### config.mk
export PLATFORM = sky130hd
export DESIGN_NAME = cnn_pool_3x3_stream
export DESIGN_NICKNAME = d
export VERILOG_FILES = /design/src/rtl/cnn_pool_3x3_stream.sv
export SDC_FILE = /design/constraint.sdc
export NUM_CORES = 2
export LEC_CHECK = 0
export ABC_AREA = 1
export CAP_MARGIN = 10
export CORE_AREA = 2 2 196 391
export CTS_BUF_LIST = sky130_fd_sc_hd__clkbuf_16
export DETAILED_ROUTE_END_ITERATION = 6
export DIE_AREA = 0 0 198 393
export GPL_TIMING_DRIVEN = 0
export PLACE_DENSITY = 0.73
export SETUP_SLACK_MARGIN = 0.1
export SYNTH_ARGS = -nofsm -noshare
export SYNTH_HDL_FRONTEND = slang
export SYNTH_SLANG_ARGS = --single-unit
### constraint.sdc
create_clock -name clk -period 40.2 [get_ports clk]
set_input_delay 8.04 -clock clk [delete_from_list [all_inputs] [get_ports clk]]
set_output_delay 8.04 -clock clk [all_outputs]
set_load 0.05 [all_outputs]
### src/rtl/cnn_pool_3x3_stream.sv
// 3x3 average/max pooling over raster-ordered channel planes.
// Same-padding, stride 1/2, internal line buffers and end-of-plane flush.
module cnn_pool_3x3_stream #(
    parameter int DATA_WIDTH   = 16,
    parameter int IMAGE_WIDTH  = 16,
    parameter int IMAGE_HEIGHT = 16,
    parameter int CHANNEL_NUM  = 512,
    parameter int PIPE         = 3
) (
    input  logic                  clk,
    input  logic                  reset,
    input  logic                  mode,
    input  logic                  stride2,
    input  logic                  valid_in,
    output logic                  in_ready,
    input  logic [DATA_WIDTH-1:0] pxl_in,
    output logic [DATA_WIDTH-1:0] pxl_out,
    output logic                  valid_out,
    output logic                  plane_done,
    output logic                  frame_done
);

    localparam int DW   = DATA_WIDTH;
    localparam int W    = IMAGE_WIDTH;
    localparam int H    = IMAGE_HEIGHT;
    localparam int NPIX = W * H;
    localparam int S    = NPIX + W + 1;
    localparam int PB   = $clog2(S + 1);
    localparam int CB   = $clog2(W);
    localparam int RB   = $clog2(H);
    localparam int CHB  = (CHANNEL_NUM > 1) ? $clog2(CHANNEL_NUM) : 1;
    localparam int SW   = DW + 4;
    localparam int MW   = SW + 16;
    localparam int RL2  = (H - 1) - ((H - 1) % 2);
    localparam int CL2  = (W - 1) - ((W - 1) % 2);

    localparam logic [PB-1:0]  P_PIX_LAST = PB'(NPIX - 1);
    localparam logic [PB-1:0]  P_LAST     = PB'(S - 1);
    localparam logic [PB-1:0]  P_CEN      = PB'(W + 1);
    localparam logic [CB-1:0]  C_MAX      = CB'(W - 1);
    localparam logic [CB-1:0]  C_LAST2    = CB'(CL2);
    localparam logic [RB-1:0]  R_MAX      = RB'(H - 1);
    localparam logic [RB-1:0]  R_LAST2    = RB'(RL2);
    localparam logic [CHB-1:0] CH_MAX     = CHB'(CHANNEL_NUM - 1);

    localparam logic signed [DW-1:0] MINV = {1'b1, {(DW-1){1'b0}}};
    localparam logic signed [DW-1:0] MAXV = {1'b0, {(DW-1){1'b1}}};
    localparam logic signed [MW-1:0] SMIN = MW'(MINV);
    localparam logic signed [MW-1:0] SMAX = MW'(MAXV);
    localparam logic signed [MW-1:0] K9   = MW'(7282);
    localparam logic signed [MW-1:0] RND  = MW'(32768);

    typedef enum logic {FILL, FLUSH} state_t;

    typedef struct packed {
        logic v;
        logic pd;
        logic fd;
        logic m;
    } tag_t;

    state_t state_q, state_d;

    logic [PB-1:0]  p_q;
    logic [CB-1:0]  pc_q;
    logic [RB-1:0]  cr_q;
    logic [CB-1:0]  cc_q;
    logic [CHB-1:0] ch_q;
    logic           mode_q, str_q;

    logic signed [DW-1:0] lb1 [W];
    logic signed [DW-1:0] lb2 [W];
    logic signed [DW-1:0] win [3][3];
    logic [RB-1:0]        s1_r;
    logic [CB-1:0]        s1_c;
    tag_t                 tag_q [PIPE];
    logic signed [SW-1:0] s2_val;
    logic [DW-1:0]        out_q;

    logic                 slot, accept, cen_on, plane_end, emit, last_c;
    logic signed [DW-1:0] x;

    always_comb begin
        state_d   = state_q;
        in_ready  = (state_q == FILL);
        accept    = valid_in & in_ready;
        slot      = in_ready ? valid_in : 1'b1;
        plane_end = (state_q == FLUSH) && (p_q == P_LAST);
        cen_on    = (p_q >= P_CEN);
        x         = in_ready ? signed'(pxl_in) : '0;
        emit      = slot && cen_on && (!str_q || (!cr_q[0] && !cc_q[0]));
        last_c    = str_q ? (cr_q == R_LAST2 && cc_q == C_LAST2)
                          : (cr_q == R_MAX && cc_q == C_MAX);
        unique case (state_q)
            FILL:  if (accept && p_q == P_PIX_LAST) state_d = FLUSH;
            FLUSH: if (plane_end) state_d = FILL;
            default: state_d = FILL;
        endcase
    end

    always_ff @(posedge clk or posedge reset) begin
        if (reset) state_q <= FILL;
        else       state_q <= state_d;
    end

    always_ff @(posedge clk or posedge reset) begin
        if (reset) begin
            p_q    <= '0;
            pc_q   <= '0;
            cr_q   <= '0;
            cc_q   <= '0;
            ch_q   <= '0;
            mode_q <= 1'b0;
            str_q  <= 1'b0;
        end else begin
            // config only changes at the very start of a frame
            if (accept && p_q == '0 && ch_q == '0) begin
                mode_q <= mode;
                str_q  <= stride2;
            end
            if (slot) begin
                if (plane_end) begin
                    p_q  <= '0;
                    pc_q <= '0;
                    cr_q <= '0;
                    cc_q <= '0;
                    ch_q <= (ch_q == CH_MAX) ? '0 : ch_q + 1'b1;
                end else begin
                    p_q  <= p_q + 1'b1;
                    pc_q <= (pc_q == C_MAX) ? '0 : pc_q + 1'b1;
                    if (cen_on) begin
                        if (cc_q == C_MAX) begin
                            cc_q <= '0;
                            cr_q <= cr_q + 1'b1;
                        end else begin
                            cc_q <= cc_q + 1'b1;
                        end
                    end
                end
            end
        end
    end

    always_ff @(posedge clk or posedge reset) begin
        if (reset) begin
            for (int i = 0; i < W; i++) begin
                lb1[i] <= '0;
                lb2[i] <= '0;
            end
            for (int i = 0; i < 3; i++)
                for (int j = 0; j < 3; j++)
                    win[i][j] <= '0;
            s1_r <= '0;
            s1_c <= '0;
        end else if (slot) begin
            lb2[pc_q] <= lb1[pc_q];
            lb1[pc_q] <= x;
            for (int i = 0; i < 3; i++) begin
                win[i][0] <= win[i][1];
                win[i][1] <= win[i][2];
            end
            win[0][2] <= lb2[pc_q];
            win[1][2] <= lb1[pc_q];
            win[2][2] <= x;
            s1_r      <= cr_q;
            s1_c      <= cc_q;
        end
    end

    logic signed [SW-1:0] sum;
    logic signed [DW-1:0] mx, tap;
    logic                 pad;

    // wrapped columns and stale rows are always masked by the centre position
    always_comb begin
        sum = '0;
        mx  = MINV;
        tap = '0;
        pad = 1'b0;
        for (int i = 0; i < 3; i++) begin
            for (int j = 0; j < 3; j++) begin
                pad = (i == 0 && s1_r == '0) || (i == 2 && s1_r == R_MAX) ||
                      (j == 0 && s1_c == '0) || (j == 2 && s1_c == C_MAX);
                tap = pad ? (tag_q[0].m ? MINV : '0) : win[i][j];
                sum = sum + SW'(tap);
                if (tap > mx) mx = tap;
            end
        end
    end

    logic signed [MW-1:0] prod, q;
    logic [DW-1:0]        avg;

    always_comb begin
        prod = MW'(s2_val) * K9 + RND;
        q    = prod >>> 16;
        if (q > SMAX)      avg = MAXV;
        else if (q < SMIN) avg = MINV;
        else               avg = q[DW-1:0];
    end

    always_ff @(posedge clk or posedge reset) begin
        if (reset) begin
            for (int i = 0; i < PIPE; i++) tag_q[i] <= '0;
            s2_val <= '0;
            out_q  <= '0;
        end else begin
            tag_q[0] <= slot ? '{v:  emit,
                                 pd: emit & last_c,
                                 fd: emit & last_c & (ch_q == CH_MAX),
                                 m:  mode_q} : '0;
            for (int i = 1; i < PIPE; i++) tag_q[i] <= tag_q[i-1];
            s2_val <= tag_q[0].m ? SW'(mx) : sum;
            if (tag_q[1].v) out_q <= tag_q[1].m ? s2_val[DW-1:0] : avg;
        end
    end

    assign pxl_out    = out_q;
    assign valid_out  = tag_q[PIPE-1].v;
    assign plane_done = tag_q[PIPE-1].pd;
    assign frame_done = tag_q[PIPE-1].fd;

endmodule

==> metrics.csv <==
stage,metric,value,unit
outcome,status,"finished, violations left",
outcome,failing checks,DRC,
cts,Num CTS Buffers,70,
synth,register area share after synthesis,41.7,%
timing,Setup Skew,0.0319,ns
grt,initial antenna violation count,9,
cts,CTS tree,yes,
cts,Post-CTS Setup Repair Bufs,0,
grt,first-pass GRT wire length,255000,um
setup_path,CP max FO,10,
grt,pin count of the biggest net entering global routing,132,
setup_path,cell mode on critical path,nand2_1,
floorplanning,die area,0.0778,mm^2
timing,Worst slew margin,9.73,%
setup_path,Worst path slowest cell,nor4_4,
synth,ys async rst share,100,%
layout,nets@finish,5999,
drt,vias per std cell,6.13,
floorplanning,Chip Width,198,um
drt,Detailed Route WL,173000,um
synth,Synth Area in XOR/XNOR,1.06,%
setup_path,crit path DAT,22.44,ns
setup_path,CP Class,flop to flop,
cts,# resized after CTS,0,
placement,port buffer count,40,
synth,main area contributors after synthesis,"dfrtp_1 (42%), o21ai_0 (12%), nand2_1 (9.6%), fa_1 (8.9%), ha_1 (7.2%)",
drt,WL/cell,26.3,um
synth,top cell type's share of synthesized area,41.7,%
synth,mux contribution to synthesized area,0.0756,%
cts,clock tree buffer depth,3,
cts,clk sinks,744,
worst_hold_path,hold crit path type,flop to flop,
timing,final period utilization,54.5,%
drt,DR DRC count,7,
layout,layout cell share with drive strength beyond 1,3.30,%
floorplanning,Die Span Y,393,um
placement,placed insts,6455,
synth,Synth Area in Adders,16.1,%
setup_path,Critical Path Max Stage Delay,0.85,ns
grt,Total GRT Usage,45.9,%
floorplanning,row count,142,
timing,Fmax,45.6,MHz
synth,Syn Inst Count,5400,
timing,TNS Setup,0,ns
floorplanning,Initial Util,59.7,%
cts,Clock Latency Late Sink,0.67,ns
job,max_cap viols,0,
synth,"Top FF cell, synth",dfrtp_1,
placement,Final Wtd Congestion,1.14,
synth,Simple-Gate Fraction of Synth Area,17.5,%
setup_path,Required @ worst endpoint,40.73,ns
synth,Syn. warnings,0,
synth,"area leader, netlist",dfrtp_1,
floorplanning,io pins,41,
synth,Compound-Gate Fraction of Synth Area,16.4,%
synth,Syn Std Cell Area,0.0447,mm^2
cts,clock root cell,clkbuf_16,
timing,Tightest Pin Transition,1.35,ns
layout,"non-filler cells, final",6582,
floorplanning,core area,0.0748,mm^2
grt,number of global-route vias before repair,41700,
drt,Antenna Nets Post-Route,0,
drt,Vias,40400,
synth,Netlist cell types,49,
synth,count of flip-flops with a built-in enable after synthesis,0,
synth,Syn Area/Cell,8.27,um^2
timing,Max Slew Vio Count,0,
layout,area grow syn2layout,9.13,%
grt,grt ovf,0,
drt,DRT iter0 DRCs,3567,
setup_path,Crit. End Element,flop,
cts,CTS H-Tree Depth,3,
cts,Clock transition at path regs,0.08,ns
setup_path,CP startpoint kind,flop,
timing,fin crit period,21.91,ns
synth,#FFs+latches synth,744,
timing,unrepaired setup endpoints after global routing,no,
placement,post-DP HPWL,134000,um
cts,CTS Hold Bufs,0,
synth,syn_nets,5876,
timing,Final Hold Viols,0,
timing,Final setup viols,0,
timing,Min Hold Slack,0.349,ns
synth,largest family of logic cells by synthesized area,simple AND/OR/NAND/NOR gates,
drt,Pre-Repair DR Iteration Count,7,
-- worst max-delay path, delay by kind of cell, from the launching register on --
family / cells / cell delay (ns)
flops: 1 / 0.43
buf+inv: 21 / 4.94
fa+ha+maj: 8 / 2.64
compound gates: 12 / 3.38
simple gates: 56 / 10.33
-- per-stage QoR --
step | instance area, um^2 | setup slack (ns) | utilization, %
after floorplan | 44700 | 11.28 | -
after global placement | 46300 | 2.89 | 61.9
after detailed placement | 46500 | 18.79 | 62.2
after CTS | 48700 | 18.71 | 65.1
after global routing | 48700 | 16.71 | 65.2
final | 48700 | 18.29 | 65.2
-- layout by cell type, fill, tap and decap left out, types with 7 or more instances in the layout --
cell type / Yosys / layout
clkbuf_1: 284 / 284
inv_2: 14 / 14
a22o_1: 7 / 7
ha_1: 256 / 256
nor4_1: 8 / 8
buf_1: 9 / 8
and2_1: 16 / 16
nor2_1: 509 / 507
a211oi_1: 12 / 12
xor2_1: 36 / 36
fa_1: 199 / 199
nand2_1: 1147 / 1147
a41oi_1: 9 / 9
o21bai_1: 8 / 8
dfrtp_1: 744 / 744
buf_2: 8 / 9
o21ai_0: 1040 / 1040
nand2_2: 18 / 18
nand3_2: 10 / 10
a22oi_1: 8 / 8
inv_1: 532 / 540
clkdlybuf4s50_1: 0 / 40
clkbuf_16: 0 / 70
xnor2_1: 18 / 18
clkinv_1: 4 / 18
o22ai_1: 130 / 130
nand3_1: 67 / 67
nor3_1: 19 / 18
nor3b_1: 8 / 8
nand4_1: 74 / 74
clkinv_2: 0 / 9
a21oi_1: 139 / 139
o211ai_1: 11 / 11
-- layout make-up --
type	count	area (um^2)
fillers	6596	26100
diodes	4	10.0
well taps	1008	1260
repair buffers	51	614
multi-input cells	3803	22800
inverters	551	2080
plain buffers	302	1160
flip-flops and latches	744	18600
clock inverters	49	424
clock buffers	70	1750
-- per-layer routing --
| layer | up-vias | track usage [%] | wire length [um] |
|---|---|---|---|
| li1 | 17900 | - | - |
| met1 | 19200 | 41.9 | 50800 |
| met2 | 2205 | 78.5 | 84700 |
| met3 | 1046 | 10.9 | 13200 |
| met4 | 12 | 50.9 | 24200 |
| met5 | - | 0 | 84 |
-- final timing paths --
kind                                          start                    to  slack (ns)  cells past startpoint
worst min register to register   tag_q[9]$_DFF_PP0_    tag_q[5]$_DFF_PP0_        0.35                      0
max in group asynchronous                     reset  lb1[231]$_DFFE_PP0P_       30.18                      5
worst max register to register  s1_c[0]$_DFFE_PP0N_  s2_val[19]$_DFF_PP0_       18.29                     97
worst min-delay path             tag_q[9]$_DFF_PP0_    tag_q[5]$_DFF_PP0_        0.35                      0
worst max-delay path            s1_c[0]$_DFFE_PP0N_  s2_val[19]$_DFF_PP0_       18.29                     97
min in group asynchronous                     reset   win[84]$_DFFE_PP0N_        7.85                      2
-- cells by family (layout without fill, tap and decap cells) --
logic type               after synthesis  count (layout)
buffers and inverters                853            1023
multiplexers                           3               3
adder cells (fa/ha/maj)              455             455
AO/OA/AOI/OAI                       1389            1389
AND/OR/NAND/NOR                     1902            1902
flip-flops                           744             744
XOR/XNOR                              54              54
other                                  0               4
-- cell usage after synthesis (9+ instances only) --
| library cell | number |
|---|---|
| nand2_1 | 1147 |
| o21ai_0 | 1040 |
| dfrtp_1 | 744 |
| inv_1 | 532 |
| nor2_1 | 509 |
| clkbuf_1 | 284 |
| ha_1 | 256 |
| fa_1 | 199 |
| a21oi_1 | 139 |
| o22ai_1 | 130 |
| nand4_1 | 74 |
| nand3_1 | 67 |
| xor2_1 | 36 |
| nor3_1 | 19 |
| nand2_2 | 18 |
| xnor2_1 | 18 |
| and2_1 | 16 |
| inv_2 | 14 |
| a211oi_1 | 12 |
| o211ai_1 | 11 |
| nand3_2 | 10 |
| a41oi_1 | 9 |
| buf_1 | 9 |
-- registers in the layout, indices dropped and copies added, names as in the netlist, 4 cells and up --
register	flops
lb1	256
pxl_out	16
cc_q	4
cr_q	4
win	144
tag_q	8
lb2	256
ch_q	9
pc_q	4
s1_c	4
s2_val	20
s1_r	4
p_q	9
Power is not shown: default switching activity piles up to over one toggle a cycle in this logic, so the estimate is an artifact.
